--- src/rtl/data_mem_ctrl_pkg.sv ---
// Shared opcodes, access sizes, FSM state codes and bus-field bundle for the
// MEM-stage data-memory controller.
package data_mem_ctrl_pkg;

   // MIPS load/store opcodes (instr[31:26])
   localparam logic [5:0] OP_LB  = 6'h20;
   localparam logic [5:0] OP_LH  = 6'h21;
   localparam logic [5:0] OP_LW  = 6'h23;
   localparam logic [5:0] OP_LBU = 6'h24;
   localparam logic [5:0] OP_LHU = 6'h25;
   localparam logic [5:0] OP_SB  = 6'h28;
   localparam logic [5:0] OP_SH  = 6'h29;
   localparam logic [5:0] OP_SW  = 6'h2B;

   // Bus access size encoding
   localparam logic [1:0] SIZE_B = 2'd0;
   localparam logic [1:0] SIZE_H = 2'd1;
   localparam logic [1:0] SIZE_W = 2'd2;

   // Controller state encodings (kept as plain 2-bit codes)
   localparam logic [1:0] ST_IDLE = 2'd0;
   localparam logic [1:0] ST_REQ  = 2'd1;
   localparam logic [1:0] ST_WAIT = 2'd2;
   localparam logic [1:0] ST_HOLD = 2'd3;

   // Request fields latched at transaction start and frozen until the next one
   typedef struct packed {
      logic        wr;
      logic [1:0]  size;
      logic [3:0]  wstrb;
      logic [31:0] wdata;
   } bus_fields_t;

   function automatic logic op_is_store(input logic [5:0] op);
      return (op == OP_SB) || (op == OP_SH) || (op == OP_SW);
   endfunction

endpackage

--- src/rtl/data_mem_ctrl_mem_lane_sel.sv ---
// Byte-lane steering for one load/store: write strobes, replicated store
// data, access size, load extraction/extension and alignment checks.
module mem_lane_sel
   import data_mem_ctrl_pkg::*;
(
   input  logic [5:0]  op_i,
   input  logic [1:0]  a_i,
   input  logic [31:0] wdata_i,
   input  logic [31:0] rdata_i,
   output logic [3:0]  wstrb_o,
   output logic [31:0] wdata_o,
   output logic [1:0]  size_o,
   output logic [31:0] readdata_o,
   output logic        adel_o,
   output logic        ades_o
);

   logic [7:0]  byte_sel;
   logic [15:0] half_sel;

   // Pick the addressed byte and halfword out of the returned word
   always_comb begin
      case (a_i)
         2'd0:    byte_sel = rdata_i[7:0];
         2'd1:    byte_sel = rdata_i[15:8];
         2'd2:    byte_sel = rdata_i[23:16];
         default: byte_sel = rdata_i[31:24];
      endcase
      half_sel = a_i[1] ? rdata_i[31:16] : rdata_i[15:0];
   end

   // Per-opcode lane control, extension and misalignment detection
   always_comb begin
      wstrb_o    = 4'b0000;
      wdata_o    = wdata_i;
      size_o     = SIZE_W;
      readdata_o = rdata_i;
      adel_o     = 1'b0;
      ades_o     = 1'b0;
      case (op_i)
         OP_SB: begin
            wstrb_o = 4'b0001 << a_i;
            wdata_o = {4{wdata_i[7:0]}};
            size_o  = SIZE_B;
         end
         OP_SH: begin
            wstrb_o = a_i[1] ? 4'b1100 : 4'b0011;
            wdata_o = {2{wdata_i[15:0]}};
            size_o  = SIZE_H;
            ades_o  = a_i[0];
         end
         OP_SW: begin
            wstrb_o = 4'b1111;
            ades_o  = |a_i;
         end
         OP_LB: begin
            size_o     = SIZE_B;
            readdata_o = {{24{byte_sel[7]}}, byte_sel};
         end
         OP_LBU: begin
            size_o     = SIZE_B;
            readdata_o = {24'h000000, byte_sel};
         end
         OP_LH: begin
            size_o     = SIZE_H;
            readdata_o = {{16{half_sel[15]}}, half_sel};
            adel_o     = a_i[0];
         end
         OP_LHU: begin
            size_o     = SIZE_H;
            readdata_o = {16'h0000, half_sel};
            adel_o     = a_i[0];
         end
         OP_LW: begin
            adel_o = |a_i;
         end
         default: ;
      endcase
   end

endmodule

--- src/rtl/data_mem_ctrl.sv ---
// MEM-stage data-memory controller: turns one load/store in M into a single
// req/addr_ok/data_ok bus transaction, stalls the pipe while it is in flight
// and holds the extended load result until M advances.
module data_mem_ctrl
   import data_mem_ctrl_pkg::*;
#(
   parameter int unsigned ADDR_W = 32
) (
   input  logic              clk,
   input  logic              rst,
   input  logic [5:0]        opM,
   input  logic              memenM,
   input  logic [31:0]       aluoutM,
   input  logic [31:0]       writedataM,
   input  logic              flushM,
   input  logic              stall_otherM,
   output logic              data_req,
   output logic              data_wr,
   output logic [1:0]        data_size,
   output logic [ADDR_W-1:0] data_addr,
   output logic [3:0]        data_wstrb,
   output logic [31:0]       data_wdata,
   input  logic              data_addr_ok,
   input  logic              data_data_ok,
   input  logic [31:0]       data_rdata,
   output logic              stallM,
   output logic [31:0]       readdataM,
   output logic              adelM,
   output logic              adesM
);

   logic [1:0]        state_q, state_d;
   logic              flush_pend_q, flush_pend_d;
   logic              req_q, req_d;
   logic [ADDR_W-1:0] addr_q, addr_d;
   bus_fields_t       bus_q, bus_d;
   logic [31:0]       rdata_q, rdata_d;

   logic [3:0]  lane_wstrb;
   logic [31:0] lane_wdata;
   logic [1:0]  lane_size;
   logic [31:0] lane_readdata;
   logic        lane_adel;
   logic        lane_ades;
   logic        start;
   logic        capture;

   mem_lane_sel u_lane_sel (
      .op_i       (opM),
      .a_i        (aluoutM[1:0]),
      .wdata_i    (writedataM),
      .rdata_i    (data_rdata),
      .wstrb_o    (lane_wstrb),
      .wdata_o    (lane_wdata),
      .size_o     (lane_size),
      .readdata_o (lane_readdata),
      .adel_o     (lane_adel),
      .ades_o     (lane_ades)
   );

   // Address errors go straight to the exception unit; a faulting or flushed op never starts
   always_comb begin
      adelM  = memenM & lane_adel;
      adesM  = memenM & lane_ades;
      start  = (state_q == ST_IDLE) & memenM & ~lane_adel & ~lane_ades & ~flushM;
      stallM = start | (state_q == ST_REQ) | (state_q == ST_WAIT);
   end

   // Transaction sequencing, field latching, flush tracking and result capture
   always_comb begin
      state_d      = state_q;
      flush_pend_d = flush_pend_q;
      req_d        = req_q;
      addr_d       = addr_q;
      bus_d        = bus_q;
      rdata_d      = rdata_q;
      capture      = 1'b0;
      case (state_q)
         ST_IDLE: begin
            if (start) begin
               state_d     = ST_REQ;
               req_d       = 1'b1;
               addr_d      = aluoutM[ADDR_W-1:0];
               bus_d.wr    = op_is_store(opM);
               bus_d.size  = lane_size;
               bus_d.wstrb = lane_wstrb;
               bus_d.wdata = lane_wdata;
            end
         end
         ST_REQ: begin
            if (flushM) flush_pend_d = 1'b1;
            if (data_addr_ok) begin
               req_d = 1'b0;
               if (data_data_ok) capture = 1'b1;
               else              state_d = ST_WAIT;
            end
         end
         ST_WAIT: begin
            if (flushM) flush_pend_d = 1'b1;
            if (data_data_ok) capture = 1'b1;
         end
         ST_HOLD: begin
            if (!stall_otherM) state_d = ST_IDLE;
         end
         default: state_d = ST_IDLE;
      endcase
      // A flush seen at any point of the transaction, including the
      // completing cycle itself, drops the response and skips HOLD.
      if (capture) begin
         if (flush_pend_q | flushM) begin
            state_d = ST_IDLE;
         end else begin
            state_d = ST_HOLD;
            if (!bus_q.wr) rdata_d = lane_readdata;
         end
      end
      if (state_d == ST_IDLE) flush_pend_d = 1'b0;
   end

   // State and bus registers, asynchronously cleared
   always_ff @(posedge clk or posedge rst) begin
      if (rst) begin
         state_q      <= ST_IDLE;
         flush_pend_q <= 1'b0;
         req_q        <= 1'b0;
         addr_q       <= '0;
         bus_q        <= '0;
         rdata_q      <= '0;
      end else begin
         state_q      <= state_d;
         flush_pend_q <= flush_pend_d;
         req_q        <= req_d;
         addr_q       <= addr_d;
         bus_q        <= bus_d;
         rdata_q      <= rdata_d;
      end
   end

   // Drive the bus and pipeline outputs from the registers
   always_comb begin
      data_req   = req_q;
      data_wr    = bus_q.wr;
      data_size  = bus_q.size;
      data_addr  = addr_q;
      data_wstrb = bus_q.wstrb;
      data_wdata = bus_q.wdata;
      readdataM  = rdata_q;
   end

endmodule

--- config.mk ---
export PLATFORM = sky130hd
export DESIGN_NAME = data_mem_ctrl
export DESIGN_NICKNAME = d
export VERILOG_FILES = /design/src/rtl/data_mem_ctrl_pkg.sv /design/src/rtl/data_mem_ctrl_mem_lane_sel.sv /design/src/rtl/data_mem_ctrl.sv
export SDC_FILE = /design/constraint.sdc
export NUM_CORES = 1
export LEC_CHECK = 0
export BUFFER_PORTS_ARGS = -buffer_cell sky130_fd_sc_hd__buf_2
export CAP_MARGIN = 15
export CORE_AREA = 4 4 112 114
export CTS_CLUSTER_DIAMETER = 50
export CTS_CLUSTER_SIZE = 25
export DETAILED_ROUTE_END_ITERATION = 7
export DIE_AREA = 0 0 116 118
export MAX_ROUTING_LAYER = met4
export PLACE_DENSITY = 0.78
export RECOVER_POWER = 25
export SLEW_MARGIN = 15
export SYNTH_ARGS = -nofsm -noshare
export SYNTH_HDL_FRONTEND = slang
export SYNTH_SLANG_ARGS = --single-unit
--- constraint.sdc ---
create_clock -name clk -period 4.85 [get_ports clk]
set_input_delay 0.2425 -clock clk [delete_from_list [all_inputs] [get_ports clk]]
set_output_delay 0.2425 -clock clk [all_outputs]
set_load 0.01 [all_outputs]
# Word level (Yosys, flattened, before mapping)
# Index checks and enable logic that the tools add are counted.
# totals
reg_bits,107
in_bits,109
word_cells,81
# classes
eq_ne,15
n_shift,1
n_mux,25
bitwise,14
n_reduce_logical,17
# op_table
op,n
$pmux 32 s4,1
$pmux 32 s2,1
$eq 6x6->1 const B,8
$pmux 8 s3,1
$mux 16,1
$mux 2,6
$pmux 4 s3,1
$pmux 1 s2,4
$mux 1,7
$and 1x1->1,6
$eq 2x2->1 const B,3
$logic_not 2->1,3
$pmux 2 s3,1
$reduce_and 3->1,2
$reduce_bool 2->1,3
$reduce_or 2->1,3
$reduce_or 3->1,2
$not 1->1,5
$eq 2x1->1 const B,2
$mux 4,1
$ne 2x2->1 const B,2
$pmux 2 s2,1
$reduce_and 2->1,2
$shl 1x2->4 const A,1
other kinds (2),5

# Longest topological paths before layout
# Gate-level depths: netlist of the first run.
# logic_depth
word_depth,13
ltp_mapped,8
ltp_nobuf,6

# Hierarchy
# From an unflattened synthesis of the first run, not the netlist that was laid out.
# hier_totals
hier_cells,443
hier_area_um2,5768.0
# by_module_without_submodules
module,n_inst,cells_each,area_each_um2,seq_area_each_um2
data_mem_ctrl,1,262,4261.6,2677.6
mem_lane_sel,1,181,1506.4,0.0

# Worst setup path before layout of the first run
# No wires, ideal clock.
# synth_timing
path_type,register to register
start,register state_q[1]
end,register rdata_q[16] (netlist: readdataM[16])
setup_time_ps,122
arrival_time_ps,1933
required_time_ps,4728
path_slack_ps,2795
stages_incl_launch_ff,9
synth_period_minus_slack_ps,2055
path_cell_list,dfrtp_1 -> inv_1 -> ha_1 -> a21oi_1 -> or3b_2 -> clkbuf_1 -> a21oi_2 -> buf_4 -> a21oi_1
# synth_between
elab_chain_cells,3
# synth_lines
item,line,text
"start, declared",data_mem_ctrl.sv:32,"logic [1:0] state_q, state_d;"
"start signal, assigned",data_mem_ctrl.sv:130,state_q <= state_d;
$eq 2x2->1 or $eq 2x1->1 (tied branches),data_mem_ctrl.sv:78,case (state_q)
$pmux 1 s2 *,data_mem_ctrl.sv:78,
$reduce_and 3->1 (no source line) *,-,
"end signal, assigned",data_mem_ctrl.sv:135,rdata_q <= rdata_d;
"end, declared",data_mem_ctrl.sv:37,"logic [31:0] rdata_q, rdata_d;"
# Mark *: on every way between the ends. The rest lies on a longest branch, timed or not.
# A chain may end at the register's enable or synchronous reset.

# Worst setup path after layout of the first run
# layout_timing
start,register state_q[1]
end,output port stallM
# layout_between
elab_chain_cells,7
# layout_lines
item,line,text
$logic_not 2->1,data_mem_ctrl.sv:65,start = (state_q == ST_IDLE) & memenM & ~lane_adel & ~lane_ades & ~flushM;
$and 1x1->1 (4 in a row),data_mem_ctrl.sv:65,
$or 1x1->1,data_mem_ctrl.sv:66,stallM = start | (state_q == ST_REQ) | (state_q == ST_WAIT);
$or 1x1->1 *,data_mem_ctrl.sv:66,
"end, declared",data_mem_ctrl.sv:26,"output logic stallM,"
# Marked as above.

==> Flow_metrics.wiki, run 1 <==
{| class="wikitable"
! Metric !! Value
|-
| Routed wire length per instance || about 19 um
|-
| Kind of end point of the critical path || primary output
|-
| Placement Setup Slack || about 1.5 ns
|-
| Commonest non-fill, non-tap cells in the layout || buf_2 (195), dfrtp_1 (107), mux2_4 (49)
|-
| Die width || between 100 and 150 um
|-
| Worst slew pin tran || roughly 2.8 ns
|-
| Clock tree from TritonCTS || done
|-
| Tightest hold margin || between 0.1 and 0.15 ns
|-
| Post-Syn Area per Cell || around 12 um^2
|-
| Cells on worst reg2reg path || 6
|-
| HPWL after detailed placement || 11400 um
|-
| Pleak || approximately 3.5 nW
|-
| Number of antenna violations at the first check in global routing || 0
|-
| Final number of hold-violating endpoints || 0
|-
| Start of the worst register-to-register path || state_q[1]
|-
| Number of antenna cells inserted || 0
|-
| Max-cap viol count || 1
|-
| Category of the critical setup timing path || reg2out
|-
| Data required time at the worst endpoint || roughly 4.6 ns
|-
| R2R Setup Slk || 1.52 ns
|-
| RD Place Congestion || approximately 0.92
|-
| Fraction of registers with async set or reset after synthesis || 1.00
|-
| Combined area of all synthesized cells || about 5600 um^2
|-
| First-pass DRT Iterations || 5
|-
| Detailed-route vias per instance || approximately 5.6
|-
| Warnings from Yosys || 0
|-
| Gate count after technology mapping || 476
|-
| Net count of the mapped netlist || 590
|-
| Launching element of the worst setup path || state_q[1]
|-
| Global Route Usage Sum || 0.228
|-
| Area growth from synthesis to layout || 23.8%
|-
| Origin of the worst min-delay path || aluoutM[23]
|-
| Fraction of layout cells with a size suffix above 1 || 0.474
|-
| FF-to-FF End || data_wstrb[0]
|-
| Core Footprint || between 10000 and 15000 um^2
|-
| Min Clock Period, post-route || 3.54 ns
|-
| Top cells by area, synth || dfrtp_1 (47%), mux2_4 (13%), mux2_2 (8.2%)
|-
| Post-route setup slack || between 1 and 1.5 ns
|-
| Maximum number of pins on one net before global-route repair || 66
|-
| Register area share after synthesis || 0.475
|-
| Upper clock frequency limit || 283 MHz
|-
| CP Capture Point || stallM
|-
| Leading cell type in the layout, fill and taps excluded || buf_2
|-
| Worst min-delay path class || in2reg
|-
| Violation count after the first detailed-routing iteration || 337
|-
| Starting utilization of the core area || 0.494
|-
| Die outline height || about 120 um
|-
| Number of gates given a new drive strength after cts || 0
|-
| Clock latency on the worst-skew pair || roughly 0.35 ns
|-
| TritonCTS Buffers || 9
|-
| Number of H-tree levels || 3
|-
| Max FO, Critical Path || 65
|-
| Fraction of synthesized cell area taken by the top area cell type || 0.475
|-
| Overall routed net length || ~16000 um
|-
| Die footprint || around 14000 um^2
|-
| Number of hold buffers added after CTS || 0
|-
| Most area-hungry cell type in the Yosys netlist || dfrtp_1
|-
| Number of pins exceeding their max-slew limit in the final report || 62
|-
| Fill cell instance count of the final layout || 951
|-
| Nets || 790
|-
| Type of origin of the critical path || flip-flop
|-
| I/O Buffers || 215
|-
| Clock Tree Root || clkbuf_16
|-
| Period utilisation layout || 0.729
|-
| Post-DRT Antenna Nets || 0
|-
| Main flop type after synthesis || dfrtp_1
|-
| Data arrival time of the critical path || about 3.3 ns
|-
| Fin Clk Skew || about 0.011 ns
|-
| Number of synthesized register bits || 107
|-
| Final setup violation count || 0
|-
| Violations in the final reports || max-capacitance violations, max-slew violations
|-
| Cell Pwr Density || approximately 560 nW/um^2
|-
| Max-slew headroom at the worst pin || -0.845
|-
| Setup Fix Bufs, Post-CTS || 0
|-
| Clk slew on worst S/H paths || 0.07 ns
|-
| Count of different cell masters after synthesis || between 40 and 50
|-
| TNS Setup || 0 ns
|-
| GRT Residual Overflow || 0
|-
| Multi-input logic area || about 2700 um^2
|-
| RSZ-0062 raised after global routing || no
|-
| Outcome || complete, but fails checks
|-
| Number of enable-type register cells in the synthesized netlist || 0
|-
| Clock sinks || ~110
|-
| Number of vias after detailed routing || ~4600
|-
| Via count of the first global-routing pass || 4839
|-
| Sequential Area || between 2000 and 3000 um^2
|-
| Number of buffers on the longest clock path || 2
|-
| Number of top-level pins || approximately 220
|-
| Global-route wire length before repair || around 24000 um
|-
| Post-detailed-route DRC marker count || 0
|-
| Number of cell rows || 39
|-
| Peak ir drop on the vdd network || a little under 0.0003 V
|}
-- power by group --
part	switching [mW]	internal, mW	total [mW]
sequential	0.260	1.32	1.58
clock	0.339	0.406	0.745
combinational	0.784	0.807	1.59
-- layout make-up --
class / count / share of cell area
repair buffers: 220 / 0.156
multi-input cells: 319 / 0.381
clock inverters: 6 / 0.0104
clock buffers: 10 / 0.0328
flip-flops and latches: 107 / 0.384
well taps: 143 / 0.0256
inverters: 19 / 0.0104
-- sequential cells by signal, indices dropped and copies added (netlist names) --
signal	cells
data_addr	32
data_req	1
data_size	2
data_wdata	32
data_wr	1
data_wstrb	4
flush_pend_q	1
readdataM	32
state_q	2
-- per-stage QoR --
stage          instance area, um^2  power, mW  instances   util
3_5_place_dp                  6710       3.21        808  0.587
4_1_cts                       7010       3.97        824  0.614
5_1_grt                       6980       4.16        824  0.611
2_1_floorplan                 5640       2.55        476      -
6_report                      6980       3.92        824  0.611
3_3_place_gp                  6710       3.14        808  0.587
-- cells in the mapped netlist (all sizes together) (3+ instances only) --
master	n
a211oi	3
a21oi	43
a222oi	7
a22oi	5
a31oi	10
buf	17
clkbuf	14
dfrtp	107
ha	5
inv	19
mux2	90
mux2i	9
mux4	8
nand2	38
nor2	45
nor2b	3
nor3	4
o21ai	10
o22ai	15
-- worst max-delay path, cell delays in order (launching register included) --
cell     delay, ns
dfrtp_1       0.42
inv_1         0.14
ha_1          0.23
nand2_1       0.09
nor2_1        0.87
nand2_4       0.83
nand2_1       0.21
buf_2         0.16
-- worst min path at each step --
| stage | end | slack [ns] | cells after the start |
|---|---|---|---|
| after detailed placement | readdataM[27] | 0.44 | 2 |
| after global placement | readdataM[3] | 0.42 | 2 |
| final | data_addr[23] | 0.12 | 2 |
| after floorplan | data_req | 0.35 | 1 |
| after global routing | data_addr[17] | 0.11 | 2 |
| after CTS | readdataM[27] | 0.06 | 2 |
-- routing by layer --
layer	track usage	wire length, um	vias to the layer above
met5	-	0	-
met4	0.0776	331	0
met3	0.0391	1180	29
met2	0.368	7620	226
met1	0.289	6410	2259
li1	-	-	2116
-- cells by family after synthesis --
logic type | Yosys count | synth area share
compound gates | 101 | 0.111
flops | 107 | 0.475
fa+ha+maj | 5 | 0.0111
buf+inv | 50 | 0.0541
mux | 107 | 0.260
simple gates | 106 | 0.0883
No activity file was read; power rests on OpenSTA's default activity.
==> run 2: changes to the inputs <==
--- a/config.mk
+++ b/config.mk
@@ -5,15 +5,16 @@
 export SDC_FILE = /design/constraint.sdc
 export NUM_CORES = 1
 export LEC_CHECK = 0
+export ABC_AREA = 1
 export BUFFER_PORTS_ARGS = -buffer_cell sky130_fd_sc_hd__buf_2
 export CAP_MARGIN = 15
-export CORE_AREA = 4 4 112 114
+export CORE_AREA = 4 4 110 112
 export CTS_CLUSTER_DIAMETER = 50
 export CTS_CLUSTER_SIZE = 25
 export DETAILED_ROUTE_END_ITERATION = 7
-export DIE_AREA = 0 0 116 118
+export DIE_AREA = 0 0 114 116
 export MAX_ROUTING_LAYER = met4
-export PLACE_DENSITY = 0.78
+export PLACE_DENSITY = 0.77
 export RECOVER_POWER = 25
 export SLEW_MARGIN = 15
 export SYNTH_ARGS = -nofsm -noshare
==> constraint.sdc (replaced) <==
create_clock -name clk -period 3.7 [get_ports clk]
set_input_delay 0.185 -clock clk [delete_from_list [all_inputs] [get_ports clk]]
set_output_delay 0.185 -clock clk [all_outputs]
set_load 0.01 [all_outputs]
==> run 2 against run 1 <==
Compared with the run above: the flow still finishes with violations (max-capacitance violations, max-slew violations); synthesized cell count grew 41%; cell count grew 24%; largest cell class unchanged; synthesized area shrank 5.2%; sequential cell count is the same; wire length grew 5.2%; global-route usage grew 2.3 points; sequential power grew 28%; via count grew 17%; combinational power grew 13%; clock-buffer cell count shrank 1; cell area shrank 3.5%.
==> Flow_metrics.wiki, run 2 <==
{| class="wikitable"
! Metric !! Value
|-
| Outcome || complete, but fails checks (unchanged)
|-
| Violations in the final reports || max-capacitance violations, max-slew violations (unchanged)
|-
| Worst slew pin tran || 1.85 ns (was 2.75 ns)
|-
| Routed wire length per instance || 16.1 um (was 18.9 um)
|-
| Clock latency on the worst-skew pair || 0.35 ns (about the same)
|-
| GRT Residual Overflow || 0 (unchanged)
|-
| Number of pins exceeding their max-slew limit in the final report || 42 (was 62)
|-
| Max FO, Critical Path || 33 (was 65)
|-
| Number of buffers on the longest clock path || 2 (unchanged)
|-
| Critical-path cell with the highest stage delay || dfrtp_1 (was nor2_1)
|-
| Number of H-tree levels || 3 (unchanged)
|-
| TritonCTS Buffers || 9 (unchanged)
|-
| Global-route wire length before repair || 25300 um (was 24100 um)
|-
| Max-slew headroom at the worst pin || -0.238 (was -0.845)
|-
| Die footprint || 13200 um^2 (was 13700 um^2)
|-
| Main flop type after synthesis || dfrtp_1 (unchanged)
|-
| Type of origin of the critical path || flip-flop (unchanged)
|-
| Clock sinks || 107 (unchanged)
|-
| Post-route setup slack || 1.32 ns (was 1.31 ns)
|-
| PnR Total Power || 4.88 mW (was 3.92 mW)
|-
| Category of the critical setup timing path || reg2out (unchanged)
|-
| Upper clock frequency limit || between 400 and 500 MHz
|-
| Combined area of all synthesized cells || 5340 um^2 (was 5640 um^2)
|-
| Number of antenna violations at the first check in global routing || 0 (unchanged)
|-
| Leading cell type in the layout, fill and taps excluded || nand2_1 (was buf_2)
|-
| RSZ-0062 raised after global routing || no (unchanged)
|-
| Cell Pwr Density || 725 nW/um^2 (was 562 nW/um^2)
|-
| Nets || 985 (was 790)
|-
| Number of gates given a new drive strength after cts || 0 (unchanged)
|-
| Clock tree from TritonCTS || done (unchanged)
|-
| Number of antenna cells inserted || 0 (unchanged)
|-
| Post-Syn Area per Cell || 7.94 um^2 (was 11.8 um^2)
|-
| Switching power summed over all nets || 1.86 mW (was 1.38 mW)
|-
| Pleak || 3.53 nW (was 3.47 nW)
|-
| Final number of hold-violating endpoints || 0 (unchanged)
|-
| CP Cell Sequence || inv_1 -> ha_1 -> inv_1 -> nor3_1 -> nand3_1 -> nor2_4 -> inv_2 -> nand2_1 -> buf_2 (was inv_1 -> ha_1 -> nand2_1 -> nor2_1 -> nand2_4 -> nand2_1 -> buf_2)
|-
| Fin util || 0.600 (was 0.611)
|-
| Part of the total power dissipated in sequential elements || 0.414 (was 0.404)
|-
| Number of cell rows || 39 (unchanged)
|-
| CP max stage delay || 0.43 ns (was 0.87 ns)
|-
| Number of synthesized register bits || 107 (unchanged)
|-
| Number of hold buffers added after CTS || 1 (was 0)
|-
| Net count of the mapped netlist || 787 (was 590)
|-
| Warnings from Yosys || 0 (unchanged)
|-
| Register area share after synthesis || 0.501 (was 0.475)
|-
| Clock Tree Root || clkbuf_16 (unchanged)
|-
| Starting utilization of the core area || 0.476 (was 0.494)
|-
| Maximum number of pins on one net before global-route repair || 61 (was 66)
|-
| TNS Setup || 0 ns (unchanged)
|-
| Min Clock Period, post-route || ~2.4 ns
|-
| Count of different cell masters after synthesis || 32 (was 49)
|-
| Violation count after the first detailed-routing iteration || 614 (was 337)
|-
| Commonest non-fill, non-tap cells in the layout || nand2_1 (228), buf_2 (173), dfrtp_1 (107) (was buf_2 (195), dfrtp_1 (107), mux2_4 (49))
|-
| Die outline height || 116 um (was 118 um)
|-
| First-pass DRT Iterations || 5 (unchanged)
|-
| Area growth from synthesis to layout || 26.0% (was 23.8%)
|-
| Fraction of registers with async set or reset after synthesis || 1.00 (unchanged)
|-
| Peak ir drop on the vdd network || 0.000386 V (was 0.000298 V)
|-
| Switching share of total power || 0.381 (was 0.353)
|-
| Detailed-route vias per instance || 5.32 (was 5.62)
|-
| Post-DRT Antenna Nets || 0 (unchanged)
|-
| Period utilisation layout || 0.643
|-
| Top cells by instance count after synthesis || nand2_1 (228), dfrtp_1 (107), a21oi_1 (56) (was dfrtp_1 (107), mux2_4 (49), nor2_1 (44))
|-
| Clk pwr share || 0.218 (was 0.190)
|-
| Number of top-level pins || 216 (unchanged)
|-
| Via count of the first global-routing pass || 5068 (was 4839)
|-
| Die width || 114 um (was 116 um)
|-
| Fraction of layout cells with a size suffix above 1 || 0.256 (was 0.474)
|-
| Kind of end point of the critical path || primary output (unchanged)
|-
| Fraction of synthesized cell area taken by the top area cell type || 0.501 (was 0.475)
|-
| Combinational Power Share || 0.369 (was 0.406)
|-
| Fin Clk Skew || 0.00824 ns (was 0.0109 ns)
|-
| CP dominant cell by count || inv_1 (was nand2_1)
|-
| Post-detailed-route DRC marker count || 0 (unchanged)
|-
| Tightest hold margin || 0.0313 ns (was 0.119 ns)
|-
| RD Place Congestion || 0.889 (was 0.919)
|-
| Data arrival time of the critical path || 2.19 ns (was 3.29 ns)
|-
| I/O Buffers || 215 (unchanged)
|-
| Core Footprint || 11200 um^2 (was 11400 um^2)
|-
| Final setup violation count || 0 (unchanged)
|-
| Cell internal pwr || 3.02 mW (was 2.54 mW)
|-
| Number of enable-type register cells in the synthesized netlist || 0 (unchanged)
|-
| Overall routed net length || 16400 um (was 15600 um)
|-
| Clk slew on worst S/H paths || 0.08 ns (was 0.07 ns)
|-
| HPWL after detailed placement || 12100 um (was 11400 um)
|-
| Setup Fix Bufs, Post-CTS || 0 (unchanged)
|-
| Placement Setup Slack || 1.27 ns (was 1.51 ns)
|-
| Data required time at the worst endpoint || 3.51 ns (was 4.61 ns)
|-
| Max-cap viol count || 1 (unchanged)
|-
| Most instantiated library cell after synthesis || nand2_1 (was dfrtp_1)
|-
| Global Route Usage Sum || 0.250 (was 0.228)
|-
| Gate count after technology mapping || 673 (was 476)
|-
| Number of vias after detailed routing || 5418 (was 4630)
|-
| Top cells by area, synth || dfrtp_1 (50%), nand2_1 (16%), a21oi_1 (5.2%) (was dfrtp_1 (47%), mux2_4 (13%), mux2_2 (8.2%))
|-
| Most area-hungry cell type in the Yosys netlist || dfrtp_1 (unchanged)
|-
| Worst min-delay path class || in2reg (unchanged)
|}
## run 2: area by class of cell
type,count,area (um^2)
Inverter,47,178
Tap cell,143,179
Fill cell,1041,4490
Multi-Input combinational cell,483,2260
Sequential cell,107,2680
Clock inverter,7,113
Timing Repair Buffer,223,1100
Clock buffer,9,225
## run 2: final timing paths
check	startpoint	to	slack, ns	cells past startpoint
hold reg to reg	data_addr[19]	data_addr[19]	0.47	2
min in group asynchronous	rst	data_addr[25]	0.84	3
max in group asynchronous	rst	data_wdata[25]	1.66	4
setup reg to reg	state_q[1]	flush_pend_q	1.41	13
setup / recovery	state_q[1]	stallM	1.32	9
hold / removal	aluoutM[16]	data_addr[16]	0.03	3
## run 2: through the flow
stage,std cells,instance area [um^2]
2_1_floorplan,673,5340
3_3_place_gp,1002,6440
3_5_place_dp,1002,6440
4_1_cts,1019,6790
5_1_grt,1019,6730
6_report,1019,6730
## run 2: critical path, delay by kind of cell, from the launching register on
family	cells	cell delay, ns
buf+inv	4	0.60
flops	1	0.43
fa+ha+maj	1	0.19
simple gates	4	0.62
## run 2: metal layers
metal	global-route usage	wire length (um)	vias up
li1	-	-	2591
met1	0.319	6660	2524
met2	0.397	7850	273
met3	0.0439	1470	30
met4	0.103	378	0
met5	-	0	-
## run 2: kinds of logic after synthesis
logic type,synth area share
and+or+nand+nor,0.229
AOI/OAI and AO/OA,0.183
DFF,0.501
buffers and inverters,0.0752
adders and majority gates,0.0117
## run 2: power by group through the flow
stage | clock, mW | combinational [mW] | sequential, mW
2_1_floorplan | 0 | 0.804 | 2.26
3_3_place_gp | 0 | 1.82 | 2.02
3_5_place_dp | 0 | 1.86 | 2.02
4_1_cts | 1.08 | 1.88 | 2.01
5_1_grt | 1.14 | 2.01 | 2.09
6_report | 1.06 | 1.80 | 2.02
==> run 3: changes to the inputs <==
--- a/config.mk
+++ b/config.mk
@@ -5,16 +5,16 @@
 export SDC_FILE = /design/constraint.sdc
 export NUM_CORES = 1
 export LEC_CHECK = 0
-export ABC_AREA = 1
+export ABC_AREA = 0
 export BUFFER_PORTS_ARGS = -buffer_cell sky130_fd_sc_hd__buf_2
 export CAP_MARGIN = 15
-export CORE_AREA = 4 4 110 112
+export CORE_AREA = 4 4 117 119
 export CTS_CLUSTER_DIAMETER = 50
 export CTS_CLUSTER_SIZE = 25
 export DETAILED_ROUTE_END_ITERATION = 7
-export DIE_AREA = 0 0 114 116
+export DIE_AREA = 0 0 121 123
 export MAX_ROUTING_LAYER = met4
-export PLACE_DENSITY = 0.77
+export PLACE_DENSITY = 0.75
 export RECOVER_POWER = 25
 export SLEW_MARGIN = 15
 export SYNTH_ARGS = -nofsm -noshare
==> constraint.sdc (replaced) <==
create_clock -name clk -period 2.1 [get_ports clk]
set_input_delay 0.105 -clock clk [delete_from_list [all_inputs] [get_ports clk]]
set_output_delay 0.105 -clock clk [all_outputs]
set_load 0.01 [all_outputs]
==> run 3 against run 2 <==
Compared with the run above: sequential cell count unchanged; die area is 13% higher; non-clock buffer count increased by 52; worst hold slack got worse by 0.014 ns; register-to-register slack lost 1.2 ns; core utilization decreased by 0.080 points; critical path depth shrank 1; largest power group is now combinational logic; the run now ends clean; clock power up 52%; clock-buffer cell count increased by 4; critical endpoint is now data_wdata[18]; cell count is 11% lower; worst setup slack got worse by 1.1 ns; global-route usage decreased by 2.9 points.
==> Flow_metrics.wiki, run 3 (synthesis gave the netlist of run 1 again) <==
{| class="wikitable"
! Metric !! Value
|-
| Number of buffers on the longest clock path || 2 (unchanged)
|-
| Combinational Power Share || 0.416 (was 0.369)
|-
| Number of antenna violations at the first check in global routing || 0 (unchanged)
|-
| Die footprint || 14900 um^2 (was 13200 um^2)
|-
| Number of vias after detailed routing || 4870 (was 5418)
|-
| Cell Pwr Density || 1200 nW/um^2 (was 725 nW/um^2)
|-
| First-pass DRT Iterations || 5 (unchanged)
|-
| Leading cell type in the layout, fill and taps excluded || buf_2 (was nand2_1)
|-
| Period utilisation layout || 0.914
|-
| Pleak || 3.65 nW (was 3.53 nW)
|-
| Switching power summed over all nets || 3.20 mW (was 1.86 mW)
|-
| Cell internal pwr || 5.83 mW (was 3.02 mW)
|-
| Kind of end point of the critical path || flip-flop (was primary output)
|-
| Number of pins exceeding their max-slew limit in the final report || 0 (was 42)
|-
| Category of the critical setup timing path || reg2reg (was reg2out)
|-
| HPWL after detailed placement || 12200 um (was 12100 um)
|-
| Die width || 121 um (was 114 um)
|-
| Number of stages on the worst hold path || 2 (was 3)
|-
| Outcome || finished clean (was complete, but fails checks)
|-
| Area growth from synthesis to layout || 33.6% (was 26.0%)
|-
| Post-DRT Antenna Nets || 0 (unchanged)
|-
| Fill cell instance count of the final layout || 1026 (was 1041)
|-
| GRT Residual Overflow || 0 (unchanged)
|-
| Worst slew pin tran || 0.813 ns (was 1.85 ns)
|-
| Number of cell rows || 41 (was 39)
|-
| Commonest non-fill, non-tap cells in the layout || buf_2 (163), dfrtp_1 (107), clkbuf_1 (54) (was nand2_1 (228), buf_2 (173), dfrtp_1 (107))
|-
| Clock latency on the worst-skew pair || 0.35 ns (about the same)
|-
| RSZ-0062 raised after global routing || no (unchanged)
|-
| Overall routed net length || 16300 um (was 16400 um)
|-
| Via count of the first global-routing pass || 5041 (was 5068)
|-
| Final setup violation count || 0 (unchanged)
|-
| Global-route wire length before repair || 25100 um (was 25300 um)
|-
| Worst min-delay path class || in2reg (unchanged)
|-
| I/O Buffers || 215 (unchanged)
|-
| RD Place Congestion || 0.951 (was 0.889)
|-
| Nets || 845 (was 985)
|-
| Clock Tree Root || clkbuf_16 (unchanged)
|-
| Number of H-tree levels || 3 (unchanged)
|-
| Clock tree from TritonCTS || done (unchanged)
|-
| Clock sinks || 107 (unchanged)
|-
| Part of the total power dissipated in sequential elements || 0.406 (was 0.414)
|-
| Endpoint with the worst hold slack || data_addr[20] (was data_addr[16])
|-
| Clk pwr share || 0.178 (was 0.218)
|-
| TritonCTS Buffers || 9 (unchanged)
|-
| Number of top-level pins || 216 (unchanged)
|-
| Final number of hold-violating endpoints || 0 (unchanged)
|-
| R2R Setup Slk || 0.18 ns (was 1.41 ns)
|-
| Data required time at the worst endpoint || 2.33 ns (was 3.51 ns)
|-
| Switching share of total power || 0.354 (was 0.381)
|-
| Violation count after the first detailed-routing iteration || 296 (was 614)
|-
| Peak ir drop on the vdd network || 0.000641 V (was 0.000386 V)
|-
| Origin of the worst min-delay path || aluoutM[20] (was aluoutM[16])
|-
| Fin Clk Skew || 0.00747 ns (was 0.00824 ns)
|-
| Max-cap viol count || 0 (was 1)
|-
| Starting utilization of the core area || 0.449 (was 0.476)
|-
| Routed wire length per instance || 17.9 um (was 16.1 um)
|-
| Clk slew on worst S/H paths || 0.07 ns (was 0.08 ns)
|-
| Post-detailed-route DRC marker count || 0 (unchanged)
|-
| Cells on worst reg2reg path || 8 (was 13)
|-
| Min Clock Period, post-route || roughly 1.9 ns
|-
| Number of antenna cells inserted || 0 (unchanged)
|-
| Maximum number of pins on one net before global-route repair || 57 (was 61)
|-
| Data arrival time of the critical path || 2.15 ns (was 2.19 ns)
|-
| Max FO, Critical Path || 16 (was 33)
|-
| Start of the worst register-to-register path || state_q[1] (unchanged)
|-
| Core Footprint || 12600 um^2 (was 11200 um^2)
|-
| FF-to-FF End || data_wdata[18] (was flush_pend_q)
|-
| Global Route Usage Sum || 0.222 (was 0.250)
|-
| Fraction of layout cells with a size suffix above 1 || 0.428 (was 0.256)
|-
| Detailed-route vias per instance || 5.36 (was 5.32)
|-
| Type of origin of the critical path || flip-flop (unchanged)
|-
| Die outline height || 123 um (was 116 um)
|-
| Upper clock frequency limit || 521 MHz
|-
| TNS Setup || 0 ns (unchanged)
|-
| PnR Total Power || 9.03 mW (was 4.88 mW)
|-
| Max-slew headroom at the worst pin || 0.455 (was -0.238)
|}
-- run 3: metal layers --
metal	vias to the layer above	track usage	routed length (um)
li1	2221	-	-
met1	2366	0.258	6500
met2	247	0.380	8090
met3	36	0.0366	1230
met4	0	0.101	446
met5	-	-	0
-- run 3: worst max-delay path by stage --
stage,startpoint,endpoint
final,state_q[1],data_wdata[18]
after global routing,state_q[0],readdataM[9]
after CTS,state_q[1],readdataM[12]
after detailed placement,state_q[1],readdataM[10]
after global placement,state_q[1],readdataM[10]
after floorplan,state_q[1],readdataM[16]
-- run 3: critical path, cell delays in order, from the launching register on --
cell,delay [ns]
dfrtp_1,0.42
inv_1,0.13
ha_1,0.23
nand2_1,0.11
nor2_2,0.16
nand2_4,0.08
buf_4,0.20
buf_12,0.17
mux2_4,0.30
-- run 3: metrics by stage --
| stage | hold slack (ns) | util | setup slack (ns) | cell area, um^2 | cells |
|---|---|---|---|---|---|
| finish | 0.0173 | 0.599 | 0.181 | 7530 | 908 |
| floorplan | 0.209 | - | 0.0449 | 5640 | 476 |
| global route | 0.00964 | 0.599 | 0.0623 | 7530 | 908 |
| global placement | 0.124 | 0.556 | 0.134 | 6980 | 859 |
| CTS | 0.00332 | 0.604 | 0.0914 | 7590 | 908 |
| detailed placement | 0.125 | 0.556 | 0.0951 | 6980 | 859 |
-- run 3: cell type report --
type,count,area (um^2),share of cell area
Clock buffer,13,260,0.0346
Clock inverter,3,21.3,0.00282
Inverter,19,72.6,0.00964
Multi-Input combinational cell,319,2670,0.355
Sequential cell,107,2680,0.356
Tap cell,172,215,0.0286
Timing Repair Buffer,275,1610,0.214
-- run 3: what timing repair did --
| item | CTS | global route |
|---|---|---|
| cloned | 0 | 0 |
| pin swaps | 1 | 0 |
| hold endpoints to repair | 45 | 0 |
| hold buffers | 31 | 0 |
| setup buffers | 2 | 0 |
| gates resized for setup | 1 | 3 |
| setup endpoints to repair | 1 | 8 |
-- run 3: power by group through the flow --
stage	Combinational (mW)	Sequential, mW	Clock, mW
2_1_floorplan	1.84	4.05	0
3_3_place_gp	3.76	3.62	0
3_5_place_dp	3.87	3.64	0
4_1_cts	3.91	3.65	1.65
5_1_grt	4.08	3.79	1.72
6_report	3.76	3.66	1.61
